`config.mk`:
```
export PLATFORM = sky130hd
export DESIGN_NAME = uart_cmd_ctrl
export DESIGN_NICKNAME = d
export VERILOG_FILES = /design/src/rtl/uart_cmd_ctrl.sv
export SDC_FILE = /design/constraint.sdc
export NUM_CORES = 1
export LEC_CHECK = 0
export CORE_ASPECT_RATIO = 0.5
export CORE_MARGIN = 2
export CORE_UTILIZATION = 53
export CTS_BUF_LIST = sky130_fd_sc_hd__clkbuf_8
export DETAILED_ROUTE_END_ITERATION = 7
export GPL_ROUTABILITY_DRIVEN = 0
export PLACE_DENSITY_LB_ADDON = 0.2
export SLEW_MARGIN = 30
export SYNTH_ARGS = -nofsm -noshare
export SYNTH_HDL_FRONTEND = slang
export SYNTH_SLANG_ARGS = --single-unit
```
`constraint.sdc`:
```
create_clock -name clk -period 3.1 [get_ports clk]
set_clock_uncertainty 0.2 [all_clocks]
set_input_delay 0.775 -clock clk [delete_from_list [all_inputs] [get_ports clk]]
set_output_delay 0.775 -clock clk [all_outputs]
set_load 0.05 [all_outputs]
```
`src/rtl/uart_cmd_ctrl.sv`:
```
// Host command decoder: turns uart_rx opcode/argument bytes into tpu_bridge ctrl_* strobes
// and streams MLP status / accumulator bytes back to uart_tx over valid/ready.
//
// state   | meaning
// S_IDLE  | waiting for an opcode byte
// S_ARG1  | waiting for first argument byte (weight byte or activation lo)
// S_ARG2  | waiting for activation hi byte
// S_EXEC  | command issued; response (if any) snapshotted here
// S_TX    | presenting response bytes to uart_tx
module uart_cmd_ctrl #(
  parameter int unsigned TIMEOUT_CYCLES = 1000000,
  parameter logic [7:0]  ERR_BYTE       = 8'hEE
) (
  input  logic               clk,
  input  logic               rst_n,
  input  logic               rx_valid,
  input  logic [7:0]         rx_data,
  output logic               tx_valid,
  input  logic               tx_ready,
  output logic [7:0]         tx_data,
  output logic               ctrl_wf_push_col0,
  output logic               ctrl_wf_push_col1,
  output logic [7:0]         ctrl_wf_data_in,
  output logic               ctrl_wf_reset,
  output logic               ctrl_init_act_valid,
  output logic [15:0]        ctrl_init_act_data,
  output logic               ctrl_start_mlp,
  output logic               ctrl_weights_ready,
  input  logic [2:0]         mlp_state,
  input  logic [4:0]         mlp_cycle_cnt,
  input  logic signed [31:0] mlp_acc0,
  output logic               rx_overrun
);

  localparam int unsigned   TW      = $clog2(TIMEOUT_CYCLES + 1);
  localparam logic [TW-1:0] TMO_MAX = TW'(TIMEOUT_CYCLES);

  typedef enum logic [2:0] {S_IDLE, S_ARG1, S_ARG2, S_EXEC, S_TX} state_t;

  state_t        state_q, state_d;
  logic [7:0]    op_q, op_d, lo_q, lo_d;
  logic [TW-1:0] tmo_q, tmo_d;
  logic [1:0]    idx_q, idx_d, last_q, last_d;
  logic [31:0]   resp_q, resp_d;
  logic          err_q, err_d;
  logic          push0_d, push1_d, wf_reset_d, act_valid_d, start_d, ready_d, ovr_d;
  logic [7:0]    wf_data_d;
  logic [15:0]   act_data_d;

  assign tx_valid = (state_q == S_TX);
  assign tx_data  = resp_q[8*idx_q +: 8];

  always_ff @(posedge clk) begin
    if (!rst_n) begin
      state_q             <= S_IDLE;
      op_q                <= '0;
      lo_q                <= '0;
      tmo_q               <= '0;
      idx_q               <= '0;
      last_q              <= '0;
      resp_q              <= '0;
      err_q               <= 1'b0;
      ctrl_wf_push_col0   <= 1'b0;
      ctrl_wf_push_col1   <= 1'b0;
      ctrl_wf_data_in     <= '0;
      ctrl_wf_reset       <= 1'b0;
      ctrl_init_act_valid <= 1'b0;
      ctrl_init_act_data  <= '0;
      ctrl_start_mlp      <= 1'b0;
      ctrl_weights_ready  <= 1'b0;
      rx_overrun          <= 1'b0;
    end else begin
      state_q             <= state_d;
      op_q                <= op_d;
      lo_q                <= lo_d;
      tmo_q               <= tmo_d;
      idx_q               <= idx_d;
      last_q              <= last_d;
      resp_q              <= resp_d;
      err_q               <= err_d;
      ctrl_wf_push_col0   <= push0_d;
      ctrl_wf_push_col1   <= push1_d;
      ctrl_wf_data_in     <= wf_data_d;
      ctrl_wf_reset       <= wf_reset_d;
      ctrl_init_act_valid <= act_valid_d;
      ctrl_init_act_data  <= act_data_d;
      ctrl_start_mlp      <= start_d;
      ctrl_weights_ready  <= ready_d;
      rx_overrun          <= ovr_d;
    end
  end

  always_comb begin
    state_d     = state_q;
    op_d        = op_q;
    lo_d        = lo_q;
    tmo_d       = tmo_q;
    idx_d       = idx_q;
    last_d      = last_q;
    resp_d      = resp_q;
    err_d       = err_q;
    push0_d     = 1'b0;
    push1_d     = 1'b0;
    wf_reset_d  = 1'b0;
    act_valid_d = 1'b0;
    start_d     = 1'b0;
    wf_data_d   = ctrl_wf_data_in;
    act_data_d  = ctrl_init_act_data;
    ready_d     = ctrl_weights_ready;
    ovr_d       = rx_overrun;

    case (state_q)
      S_IDLE: begin
        if (rx_valid) begin
          op_d  = rx_data;
          tmo_d = '0;
          err_d = 1'b0;
          // zero-argument commands act on the opcode cycle so strobes land with EXEC
          case (rx_data)
            8'h01, 8'h02, 8'h03: state_d = S_ARG1;
            8'h04: begin
              ready_d = 1'b1;
              state_d = S_EXEC;
            end
            8'h05: begin
              if (ctrl_weights_ready) start_d = 1'b1;
              else                    err_d   = 1'b1;
              state_d = S_EXEC;
            end
            8'h06, 8'h07: state_d = S_EXEC;
            8'h08: begin
              wf_reset_d = 1'b1;
              ready_d    = 1'b0;
              state_d    = S_EXEC;
            end
            default: begin
              err_d   = 1'b1;
              state_d = S_EXEC;
            end
          endcase
        end
      end
      S_ARG1, S_ARG2: begin
        if (rx_valid) begin
          tmo_d = '0;
          if (state_q == S_ARG1 && op_q == 8'h03) begin
            lo_d    = rx_data;
            state_d = S_ARG2;
          end else begin
            state_d = S_EXEC;
            if (op_q == 8'h01) begin
              push0_d   = 1'b1;
              wf_data_d = rx_data;
            end else if (op_q == 8'h02) begin
              push1_d   = 1'b1;
              wf_data_d = rx_data;
            end else begin
              act_valid_d = 1'b1;
              act_data_d  = {rx_data, lo_q};
            end
          end
        end else if (tmo_q == TMO_MAX) begin
          state_d = S_IDLE;
          tmo_d   = '0;
        end else begin
          tmo_d = tmo_q + 1'b1;
        end
      end
      S_EXEC: begin
        if (rx_valid) ovr_d = 1'b1;
        idx_d = '0;
        if (err_q) begin
          resp_d  = {24'd0, ERR_BYTE};
          last_d  = 2'd0;
          state_d = S_TX;
        end else if (op_q == 8'h06) begin
          resp_d  = {24'd0, mlp_state, mlp_cycle_cnt};
          last_d  = 2'd0;
          state_d = S_TX;
        end else if (op_q == 8'h07) begin
          resp_d  = mlp_acc0;
          last_d  = 2'd3;
          state_d = S_TX;
        end else begin
          state_d = S_IDLE;
        end
      end
      S_TX: begin
        if (rx_valid) ovr_d = 1'b1;
        if (tx_ready) begin
          if (idx_q == last_q) state_d = S_IDLE;
          else                 idx_d   = idx_q + 1'b1;
        end
      end
      default: state_d = S_IDLE;
    endcase
  end

endmodule

```
* Yosys cells after proc, flatten, opt, wreduce, memory -nomap -nowiden
Cells that the tools add are included.
** Cells by class
- Equal/unequal tests :: 24
- Shift operators :: 1
- Divide/modulo/power cells :: 0
- $lt $le $gt $ge :: 0
- Multiply operators :: 0
- Add/subtract/negate cells :: 2
- Reductions and logical operators :: 25
- Bitwise gates (word level) :: 6
- Multiplexer cells :: 34
** Operator list (number)
- 32-bit two-way mux :: 3
- 20-bit two-way mux :: 3
- 8-bit by 3-bit == test with 1-bit output (second input constant) :: 6
- 20-bit case mux with 2 select lines :: 1
- 8-bit by 2-bit == test with 1-bit output (second input constant) :: 4
- 32-bit by 6-bit variable part select with 8-bit output :: 1
- 3-bit two-way mux :: 8
- 20-bit by 1-bit adder with 20-bit output (second input constant) :: 1
- 20-bit == test (second input constant) :: 1
- 8-bit by 1-bit == test with 1-bit output (second input constant) :: 2
- 8-bit two-way mux :: 2
- 2-bit two-way mux :: 6
- 3-bit case mux with 4 select lines :: 1
- 3-bit AND reduction :: 4
- 4-bit AND reduction :: 3
- 8-bit by 4-bit == test with 1-bit output (second input constant) :: 1
- 2-bit AND reduction :: 4
- 2-bit nonzero test :: 4
- 1-bit two-way mux :: 7
- 7-bit OR reduction :: 1
- 3-bit by 2-bit == test with 1-bit output (second input constant) :: 2
- 1-bit NOT :: 6
- 5-bit AND reduction :: 1
- 5-bit OR reduction :: 1
- other kinds (15) :: 19
** Word-level totals
- RAM bits :: 0
- Memories :: 0
- Bits in latches :: 0
- Word-level logic and storage cells :: 109
- Input port bits :: 52
- Bits in read-only memories :: 0
- Register bits after elaboration :: 107

* Logic depth before layout (Yosys ltp)
- Word-level depth :: 5
- Gate-level depth with buffers :: 8
- Depth with buffers taken out :: 7

* Worst setup path after synthesis
Ideal clock, no wire load.
- Kind :: reg2out
- Start :: register idx_q[0]
- End :: output port tx_data[6]
- Buffers on the path :: 2
- Required time :: 2.125 ns
- Stages on the path, launching flop included :: 4
- Data arrival time :: 1.646 ns
- Slack :: 0.479 ns
- Cells stage by stage :: dfxtp_1 -> clkbuf_1 -> clkbuf_1 -> mux4_2
** On the way
- Longest elaborated chain between the ends :: 1
** RTL lines
- start, declared :: RTL line 43 : logic [1:0] idx_q, idx_d, last_q, last_d;
- start signal, assigned :: RTL line 77 : idx_q <= idx_d;
- 32-bit by 6-bit variable part select with 8-bit output :: RTL line 51 : assign tx_data = resp_q[8*idx_q +: 8];
- end, declared :: RTL line 20 : output logic [7:0] tx_data,
Every way passes these cells.

* Worst setup path after layout
- Start :: register idx_q[1]
- End :: output port tx_data[0]
The elaborated chain is that of the path after synthesis.

==> summary.md <==
| Metric | Value |
|---|---|
| Status | finished clean |
| Setup TNS | 0 ns |
| Mean Syn Cell Area | 9.21 um^2 |
| Slew headroom | 41.9% |
| TritonCTS clock tree | yes |
| Hold_buf cts | 0 |
| H-tree depth | 3 |
| Ranking of synthesized cells by area | dfxtp_1 45%, mux2i_1 7.5%, nor2_1 7.2% |
| Die area | 0.00962 mm^2 |
| Post-CTS Setup Bufs | 0 |
| Syn Nets | 561 |
| DR WL/cell | 15.6 um |
| RSZ-0062 raised after global routing | no |
| Synth top area share | 45.5% |
| Final Hold Viols | 0 |
| GRT Util Overall | 23.8% |
| Synthesis-stage register bit count | 106 |
| Vias per cell | 5.53 |
| Initial Utilization | 54.2% |
| Hold crit path type | flop to flop |
| Resized cells post-CTS | 2 |
| Seq/Total Area, Yosys | 45.5% |
| Max Clk Rate | 344 MHz |
| Area growth, synth to finish | 26.2% |
| Die X | 137 um |
| Synth area leader | dfxtp_1 |
| I/O pin count | 92 |
| Switch share | 26.4% |
| Worst skew pair latency | 0.36 ns |
| Final standard cell area without fillers | 0.00589 mm^2 |
| Max Cap Viol | 0 |
| CP arrival | 1.93 ns |
| Count of input and output buffers | 91 |
| Pint | 1950 uW |
| Ys async rst share | 0% |
| Total gr overflow | 0 |
| Sequential share of power | 53.5% |
| Metal2 WL | 5050 um |
| Syn Inst Count | 507 |
| M1 wire length | 5210 um |
| Residual DRC | 0 |
| Syn. warnings | 0 |
| Crit start category | flop |
| Gate power share | 14.5% |
| Number of global-route vias before repair | 3712 |
| Top-count cell post-synth | dfxtp_1 |
| Final antenna-violating net count | 0 |
| Unique masters post-synth | 56 |
| Deepest clock path buffer count | 2 |
| Pre-CTS worst setup slack | 0.297 ns |
| Drt pass-1 iters | 5 |
| Synthesized area | 0.00467 mm^2 |
| DP HPWL | 7840 um |
| CP Data Required Time | 2.12 ns |
| Root buf cell | clkbuf_8 |
| Final period util | 93.8% |
| Top_reg_cell synth | dfxtp_1 |
| Initial antenna violation count | 0 |
| Antenna fix cells | 0 |
| Peak VDD IR | 0.235 mV |
| Most frequent cells after synthesis | 106 x dfxtp_1, 90 x nor2_1, 42 x nand2_1 |
| Routed wire length | 11100 um |
| Core ar. | 0.00862 mm^2 |
| Minimum clock period | 2.91 ns |
| CTS clk-pin slew, worst paths | 0.10 ns |
| Clock sink total | 106 |
| WL met3 | 792 um |
| Final nets | 645 |
| Final Max Slew Viols | 0 |
| CP Capture Type | output port |
| Worst Tran Pin Value | 0.865 ns |
| Vias | 3942 |
| Die span in y | 70.4 um |
| Final setup viols | 0 |
| Pin count of the biggest net entering global routing | 38 |
| Initial DRC Count | 230 |
| WHS | 0.264 ns |
| Number of synthesized flops with an enable pin | 0 |
| Static Leak | 0.00216 uW |
| Clk pwr share | 32.0% |
| Share of cells above drive strength 1 | 11.7% |
| First-pass GRT wire length | 18100 um |
| PD cells | 450 mW/mm^2 |
| Cts bufs inserted | 9 |
| Top Layer Used | met4 |
| CP Max Fanout | 8 |
| Area after DPL | 0.00570 mm^2 |
| Post-layout power | 2650 uW |
| Setup WS post-layout | 0.192 ns |
| Switching Power | 700 uW |
| WS Path Type | flop to output port |
| Rows | 24 |
-- logic make-up (layout without fill, tap and decap cells) --
logic type      count (synthesis)  count (layout)  share of synthesized area [%]
flops                         106             106                           45.5
mux                            49              49                           12.8
compound gates                 79              79                           11.7
xor+xnor                       14              14                           2.63
fa+ha+maj                       2               2                          0.536
simple gates                  215             215                           22.8
buf+inv                        42             131                           4.05
-- cells in the final DEF, fill, tap and decap left out, types with 10 or more instances in the layout --
| cell | instances |
|---|---|
| dfxtp_1 | 106 |
| nor2_1 | 90 |
| clkdlybuf4s50_1 | 82 |
| nand2_1 | 42 |
| mux2i_1 | 35 |
| a22oi_1 | 25 |
| buf_4 | 25 |
| a21oi_1 | 20 |
| nand3_1 | 15 |
| nor3_1 | 12 |
| o21ai_0 | 10 |
| clkbuf_8 | 10 |
-- worst max-delay path, stage by stage, from the launching register on --
cell and delay [ns]:
dfxtp_1 0.57, mux4_2 0.55, dlygate4sd2_1 0.44
-- worst paths after layout --
| kind | from | to | slack (ns) | cells past startpoint |
|---|---|---|---|---|
| min | op_q[7] | op_q[7] | 0.26 | 2 |
| min reg2reg | op_q[7] | op_q[7] | 0.26 | 2 |
| max | idx_q[1] | tx_data[0] | 0.19 | 2 |
| max reg2reg | tmo_q[2] | tmo_q[17] | 0.42 | 5 |
-- per-stage QoR --
stage	util, %	cells
detailed placement	66.1	697
CTS	68.4	713
global placement	66.0	697
global route	68.4	713
finish	68.4	713
floorplan	-	507
-- per-layer routing --
layer  vias to the layer above  track usage, %
li1                       1961               -
met1                      1862            32.5
met2                       112            37.9
met3                         7            6.83
met4                         0            4.75
met5                         -               0
-- power by group through the flow --
stage	clock [uW]	sequential, uW	combinational [uW]
2_1_floorplan	0	1480	209
3_3_place_gp	0	1450	378
3_5_place_dp	0	1450	383
4_1_cts	865	1420	386
5_1_grt	918	1420	416
6_report	849	1420	386
-- final cells by class --
class / count / area [um^2]
fillers: 703 / 2730
multi-input cells: 359 / 2380
flip-flops and latches: 106 / 2120
repair buffers: 109 / 1030
well taps: 117 / 146
clock buffers: 10 / 138
clock inverters: 6 / 58.8
inverters: 6 / 22.5
-- registers in the layout, indices dropped and copies added, names as in the netlist, 2 cells and up --
| signal | flops |
|---|---|
| ctrl_init_act_data | 16 |
| ctrl_wf_data_in | 8 |
| idx_q | 2 |
| lo_q | 8 |
| op_q | 8 |
| resp_q | 32 |
| state_q | 3 |
| tmo_q | 20 |
Power figures use the tool's default switching activity.
